`src/rtl/mult_booth.sv`:
```
// Sequential signed WIDTH x WIDTH radix-2 Booth multiplier for the MULT instruction.
// Optional feature: define MULT_ZERO_BYPASS_EN to finish at once when either operand is zero.
module mult_booth #(
  parameter int WIDTH = 32
) (
  input  logic             clk,
  input  logic             reset_in,
  input  logic             mult_control,
  input  logic [WIDTH-1:0] a_in,
  input  logic [WIDTH-1:0] b_in,
  output logic [WIDTH-1:0] hi_out,
  output logic [WIDTH-1:0] lo_out,
  output logic             mult_end,
  output logic             busy
);

  localparam int CW = (WIDTH > 1) ? $clog2(WIDTH) : 1;
  localparam logic [CW-1:0] LAST_STEP = CW'(WIDTH - 1);

  typedef enum logic [1:0] {
    S_IDLE,
    S_RUN,
    S_DONE
  } state_e;

  state_e           state_q, state_d;
  logic [WIDTH:0]   m_q, m_d;
  logic [WIDTH:0]   acc_q, acc_d;
  logic [WIDTH-1:0] q_q, q_d;
  logic             qm1_q, qm1_d;
  logic [CW-1:0]    count_q, count_d;
  logic [WIDTH-1:0] hi_q, hi_d;
  logic [WIDTH-1:0] lo_q, lo_d;

  logic [WIDTH:0]   step_sum;
  logic [WIDTH:0]   acc_sh;
  logic [WIDTH-1:0] q_sh;
  logic             zero_op;

`ifdef MULT_ZERO_BYPASS_EN
  assign zero_op = (a_in == '0) || (b_in == '0);
`else
  assign zero_op = 1'b0;
`endif

  // One Booth step: recode {Q[0], q_m1}, add/subtract M, then arithmetic shift {ACC, Q, q_m1}.
  always_comb begin
    case ({q_q[0], qm1_q})
      2'b10:   step_sum = acc_q - m_q;
      2'b01:   step_sum = acc_q + m_q;
      default: step_sum = acc_q;
    endcase
    acc_sh = {step_sum[WIDTH], step_sum[WIDTH:1]};
    q_sh   = {step_sum[0], q_q[WIDTH-1:1]};
  end

  always_comb begin
    state_d = state_q;
    m_d     = m_q;
    acc_d   = acc_q;
    q_d     = q_q;
    qm1_d   = qm1_q;
    count_d = count_q;
    hi_d    = hi_q;
    lo_d    = lo_q;
    case (state_q)
      S_IDLE: begin
        if (mult_control) begin
          if (zero_op) begin
            hi_d    = '0;
            lo_d    = '0;
            state_d = S_DONE;
          end else begin
            m_d     = {a_in[WIDTH-1], a_in};
            q_d     = b_in;
            acc_d   = '0;
            qm1_d   = 1'b0;
            count_d = '0;
            state_d = S_RUN;
          end
        end
      end
      S_RUN: begin
        acc_d   = acc_sh;
        q_d     = q_sh;
        qm1_d   = q_q[0];
        count_d = count_q + CW'(1);
        if (count_q == LAST_STEP) begin
          hi_d    = acc_sh[WIDTH-1:0];
          lo_d    = q_sh;
          state_d = S_DONE;
        end
      end
      S_DONE: state_d = S_IDLE;
      default: state_d = S_IDLE;
    endcase
  end

  always_ff @(posedge clk) begin
    if (reset_in) begin
      state_q <= S_IDLE;
      m_q     <= '0;
      acc_q   <= '0;
      q_q     <= '0;
      qm1_q   <= 1'b0;
      count_q <= '0;
      hi_q    <= '0;
      lo_q    <= '0;
    end else begin
      state_q <= state_d;
      m_q     <= m_d;
      acc_q   <= acc_d;
      q_q     <= q_d;
      qm1_q   <= qm1_d;
      count_q <= count_d;
      hi_q    <= hi_d;
      lo_q    <= lo_d;
    end
  end

  assign hi_out   = hi_q;
  assign lo_out   = lo_q;
  assign mult_end = (state_q == S_DONE);
  assign busy     = (state_q != S_IDLE);

endmodule

```
`config.mk`:
```
export PLATFORM = sky130hd
export DESIGN_NAME = mult_booth
export DESIGN_NICKNAME = d
export VERILOG_FILES = /design/src/rtl/mult_booth.sv
export SDC_FILE = /design/constraint.sdc
export NUM_CORES = 1
export LEC_CHECK = 0
export ABC_AREA = 0
export ABC_CLOCK_PERIOD_IN_PS = 11260
export CELL_PAD_IN_SITES_DETAIL_PLACEMENT = 0
export CELL_PAD_IN_SITES_GLOBAL_PLACEMENT = 1
export CORE_MARGIN = 2
export CORE_UTILIZATION = 47
export DETAILED_ROUTE_END_ITERATION = 8
export DONT_BUFFER_PORTS = 1
export GPL_TIMING_DRIVEN = 0
export PLACE_DENSITY = 0.76
export SLEW_MARGIN = 30
export SYNTH_ARGS = -nofsm -noshare
export SYNTH_HDL_FRONTEND = slang
export SYNTH_SLANG_ARGS = --single-unit
```
`constraint.sdc`:
```
create_clock -name clk -period 11.26 [get_ports clk]
set_input_delay 0.563 -clock clk [delete_from_list [all_inputs] [get_ports clk]]
set_output_delay 0.563 -clock clk [all_outputs]
set_load 0.02 [all_outputs]
```
### Word level (Yosys, flattened, before mapping)

Index checks and enable logic that the tools add are counted.

| operators by class | value |
|---|---|
| eq/ne operators | 7 |
| reductions and logical operators | 7 |
| $add $sub $neg | 3 |
| mux-type cells | 12 |

Operators with widths:

| operator | number |
|---|---|
| 33-bit one-hot mux with 2 select lines | 2 |
| 32-bit one-hot mux with 2 select lines | 1 |
| 33-bit adder | 1 |
| 33-bit 2-to-1 mux | 1 |
| 33-bit subtractor | 1 |
| 32-bit 2-to-1 mux | 1 |
| 5-bit one-hot mux with 2 select lines | 1 |
| 2-bit AND reduction | 4 |
| 5-bit by 1-bit adder with 5-bit output, second input constant | 1 |
| 5-bit equality test, second input constant | 1 |
| 5-bit 2-to-1 mux | 1 |
| 2-bit by 1-bit equality test with 1-bit output, second input constant | 2 |
| 2-bit equality test, second input constant | 2 |
| 2-bit 2-to-1 mux | 2 |
| 2-bit inequality test, second input constant | 2 |
| 2-bit one-hot mux with 2 select lines | 1 |
| 2-bit nonzero test | 2 |
| 2-bit logical NOT | 1 |
| 1-bit one-hot mux with 2 select lines | 1 |
| 1-bit 2-to-1 mux | 1 |

| word-level totals | value |
|---|---|
| logic and storage cells | 37 |
| output and inout port bits | 66 |
| input bits | 67 |
| register bits | 169 |

### Depth between registers and ports, before layout

| depth | value |
|---|---|
| word-level depth | 3 |
| depth in mapped cells | 20 |
| depth with buffers taken out | 19 |

### Worst setup path before layout

Ideal clock, no wire load.

| timing | value |
|---|---|
| path kind | register to register |
| start point | register m_q[5] |
| end point | register acc_q[29] |
| required time | 11,175 ps |
| arrival | 4,194 ps |
| library setup time | 85 ps |
| cell stages (with the launch flop) | 20 |
| setup slack | 6,981 ps |
| period minus slack after synthesis | 4,279 ps |
| cell sequence | dfxtp_1 or4_4 nor2b_1 and3_1 nor2b_1 nand2_1 nor2_1 a21oi_1 xor2_1 ha_1 clkbuf_1 a21oi_1 o21ai_0 a21o_1 a221o_1 a31oi_4 nor2b_1 or4_1 o311a_1 o31ai_2 |

| between the ends | value |
|---|---|
| cells in the longest elaborated chain, start to end | 3 |

RTL lines:

| element | RTL line | RTL |
|---|---|---|
| start: declaration | 27 | `logic [WIDTH:0] m_q, m_d;` |
| start signal: assignment | 111 | `m_q <= m_d;` |
| 33-bit adder or 33-bit subtractor (tied branches) | 50, 49 |  |
| 33-bit one-hot mux with 2 select lines * | 48 | `case ({q_q[0], qm1_q})` |
| 33-bit one-hot mux with 2 select lines * | 66 | `case (state_q)` |
| end signal: assignment | 103 | `acc_q <= '0;` |
| end signal: assignment | 112 | `acc_q <= acc_d;` |
| end: declaration | 28 | `logic [WIDTH:0] acc_q, acc_d;` |

Mark *: on every way between the ends. The rest lies on a longest branch, timed or not.
A chain may end at the register's enable or synchronous reset.

### Worst setup path after layout

| timing | value |
|---|---|
| start point | register m_q[2] |
| end point | register acc_q[31] |

The elaborated chain is that of the path after synthesis.

==> summary by stage <==
Yosys
A synthesized cell averages 7.57 um^2. The synthesis warning total is 0. The netlist uses 66 different library cells. Summing every instance area after synthesis gives 0.00896 mm^2. The sequential fraction of the synthesis area is 0.375. The synthesized design contains 0 enable-type register cells. In this run, synthesis produced a sequential element count of 168. The post-synth net total is 1288. Among all flip-flop cells after synthesis, the most frequent one is dfxtp_1. The async set or reset register ratio after synthesis is 0.

The instance count of the mapped netlist is 1184.

Power
The leakage power is 0.00370 uW. The worst voltage drop across the vdd grid is 118 uV. Overall power consumption after layout is estimated at 1650 uW. The power per cell area is 168 mW/mm^2.

Setup path
The startpoint of the worst setup timing path is m_q[2]. STA classifies the critical path startpoint as a register. The number of buffers and inverters on the critical path is 1. The maximum fanout along the worst path is 8.

The kind of cell with the highest combined delay on the critical path is simple AND/OR/NAND/NOR gates. The worst setup path is captured at a register. The largest single stage delay on the critical path is 0.74 ns. Walking the worst path, the cells encountered are nor2_1, nor4b_1, nor2b_1, and3_1, nor2b_1, nand2_1, nor2_1, a21oi_1, xor2_1, ha_1, clkbuf_1, nand4_1, nor2_1, a221o_1, a31oi_4, o41ai_1, nor2_1, a31oi_1, a21oi_1.

Data on the critical path is required at its endpoint by 11.55 ns. At the worst endpoint, the arrival time is 5.32 ns. The worst register-to-register path begins at m_q[2]. The critical path class is reg2reg. In this run the register-to-register setup slack is 6.23 ns. The most numerous cell type found on the critical path is nor2_1. The number of cells on the worst reg-to-reg path is 19. Among all stages on the critical path, the largest delay is contributed by o41ai_1. The instance count on the critical path is 19. The capturing point of the worst reg2reg path is acc_q[31].

Detailed routing
The first TritonRoute pass finished after 5 iterations. After the first detailed-routing iteration, the DRC count stood at 600. The detailed-route vias per instance is 5.68. The number of design rule violations left after detail routing is 0. The wire length after detailed routing is 27100 um. In the final routed layout, each cell accounts on average for 18.7 um. The count of nets left with antenna violations once routing finished came out at 0. The count of vias placed by the detailed router is 8240.

STA
Across the routed clock network, the largest skew measured is 0.0130 ns. The worst slew margin relative to its limit is 0.334. The tightest hold margin is 0.251 ns. The slew at the pin with the worst max-slew slack is 1.00 ns.

For the final routed database, the setup TNS stands at 0 ns. The fmax is 0.199 GHz. The shortest period the worst path allows is 5.03 ns. The final-report hold violation count is 0. The final count of pins violating max slew is 0. The final critical-path share of the clock period is 0.447.

Setup repair after global routing left no endpoint under its margin. Setup violations remaining at the end of the flow were counted as 0.

Global route
After global routing the overflow that remains totals 0. For this run, the total global-route usage over all layers was measured as 0.270. The number of antenna violations at the first check in global routing is 0. The number of global-route vias before repair is 7786. Entering global routing, the biggest net connects 20 pins. The first-pass GRT wire length is 42300 um.

Placed design
The congestion estimate from routability-driven global placement came to 0.867. The HPWL after detailed placement is 20700 um. The standard cell area after detailed placement is 0.00925 mm^2. The count of buffers inserted at the top-level ports is 0.

Final layout
The number of nets at the end of the flow is 1307. The area growth from synthesis to final layout is 10.0%. In the final layout, the share of cells above drive strength 1 is 0.0370. The library cell used most frequently in the layout, excluding fill and tap cells, is nand2_1. At the end of the flow the core is filled with cells to 0.527. The fill cell total of the finished layout is 1960. In the layout the commonest cells are nand2_1 (243), dfxtp_1 (168), a21oi_1 (149). The final instance area is 0.00986 mm^2. The antenna diode instance count is 0.

Clock tree
At the later pin of the worst-skew pair, clock insertion delay measures 0.44 ns. The tree is rooted in a clkbuf_16. The clock sink total is 168. The maximum count of clock buffers along a single path is 2. The number of H-tree levels is 4. After clock tree synthesis, the setup repair step added 0 buffers. Clock-pin slew was measured on the worst setup and hold paths at 0.08 ns.

The number of gates resized after CTS is 0. TritonCTS built the clock tree. The number of buffers inserted during clock tree synthesis is 17. The number of hold buffers added after cts is 0.

Floorplan
The area of the placeable core is 0.0187 mm^2. 133 I/O pins were placed. For this configuration, the core starts out at a cell density of 0.479. The floorplan die height is 142 um.

The horizontal die dimension is 142 um. The floorplan has 50 rows. The floorplan step defined a die boundary enclosing 0.0202 mm^2.

Min path
The hold-critical path endpoint is m_q[10]. The hold path startpoint is a_in[10]. The worst hold path belongs to the class in2reg.

The worst hold path was traced through 2 stages.

Run
The tool flagged a number of max-cap violations equal to 0.

Outcome
The flow ran to the end, and the final reports show no timing, DRC or antenna violations.
## cells by family after synthesis
family,share of synthesized area
multiplexers,0.0135
XOR/XNOR,0.0547
adder cells (fa/ha/maj),0.0525
buffers and inverters,0.0433
flip-flops,0.375
AO/OA/AOI/OAI,0.229
AND/OR/NAND/NOR,0.232
## worst register-to-register path, stage by stage, from the launching register on
cell and delay (ns):
dfxtp_1 0.35, nor2_1 0.14, nor4b_1 0.46, nor2b_1 0.33, and3_1 0.23, nor2b_1 0.27, nand2_1 0.09, nor2_1 0.24
a21oi_1 0.13, xor2_1 0.17, ha_1 0.28, clkbuf_1 0.31, nand4_1 0.20, nor2_1 0.28, a221o_1 0.25, a31oi_4 0.06
o41ai_1 0.74, nor2_1 0.08, a31oi_1 0.20, a21oi_1 0.08
## where the power goes
part	leakage, uW	total (uW)	switching, uW	internal (uW)
Combinational	0.00204	416	266	150
Sequential	0.00137	646	26.6	619
Clock	0.000293	590	291	299
Total	0.00370	1650	584	1070
## layout make-up
class | count | area [um^2] | area share
multi-input cells | 913 | 5210 | 0.529
flip-flops and latches | 168 | 3360 | 0.341
clock buffers | 17 | 425 | 0.0432
plain buffers | 83 | 313 | 0.0317
well taps | 234 | 293 | 0.0297
clock inverters | 15 | 178 | 0.0180
inverters | 20 | 75.1 | 0.00762
## stage by stage
| stage | cells | setup slack, ns |
|---|---|---|
| floorplan | 1184 | 6.98 |
| global placement | 1418 | 6.35 |
| detailed placement | 1418 | 6.24 |
| CTS | 1450 | 6.22 |
| global route | 1450 | 5.71 |
| finish | 1450 | 6.23 |
## synth_stat cells (all sizes together), types with 2 or more instances
library cell,count,area share
or3,4,0.0028
and2,10,0.0070
nor2,131,0.055
and3,5,0.0035
nor3,21,0.012
a21o,14,0.012
nand2b,5,0.0035
nand3b,2,0.0017
and4,2,0.0022
or4,2,0.0021
nand2,243,0.10
o211a,2,0.0022
buf,8,0.0035
ha,36,0.050
nor4bb,2,0.0022
a311oi,33,0.032
dfxtp,168,0.38
mux2i,11,0.012
o22ai,2,0.0014
xnor2,21,0.021
a32oi,3,0.0029
nor2b,6,0.0042
nor3b,3,0.0038
o211ai,5,0.0042
o31ai,4,0.0039
nand3,33,0.018
o21ai,41,0.023
nor4,5,0.0035
o21bai,3,0.0025
xor2,35,0.034
a221o,2,0.0022
nand4,5,0.0035
clkbuf,75,0.031
nor4b,2,0.0020
o41ai,3,0.0029
a21oi,149,0.083
a31oi,21,0.016
inv,20,0.0084
a211oi,20,0.017
a221oi,3,0.0029
a31o,3,0.0039
o21a,8,0.0067
## how the worst max path moves through the flow
stage | endpoint | slack, ns
after CTS | acc_q[31] | 6.22
after floorplan | acc_q[29] | 6.98
after detailed placement | acc_q[31] | 6.24
after global routing | acc_q[31] | 5.71
final | acc_q[31] | 6.23
after global placement | acc_q[29] | 6.35
## per-layer routing
layer,vias up,wire length (um),GRT usage
li1,4191,-,-
met1,3769,12400,0.360
met2,246,12500,0.447
met3,34,1690,0.0471
met4,0,476,0.0795
met5,-,0,0
## state kept, by name, indices dropped and copies added, names as in the netlist
register,count
qm1_q,1
q_q,32
lo_out,32
count_q,5
m_q,32
state_q,2
acc_q,32
hi_out,32
No activity file was read; power rests on OpenSTA's default activity.
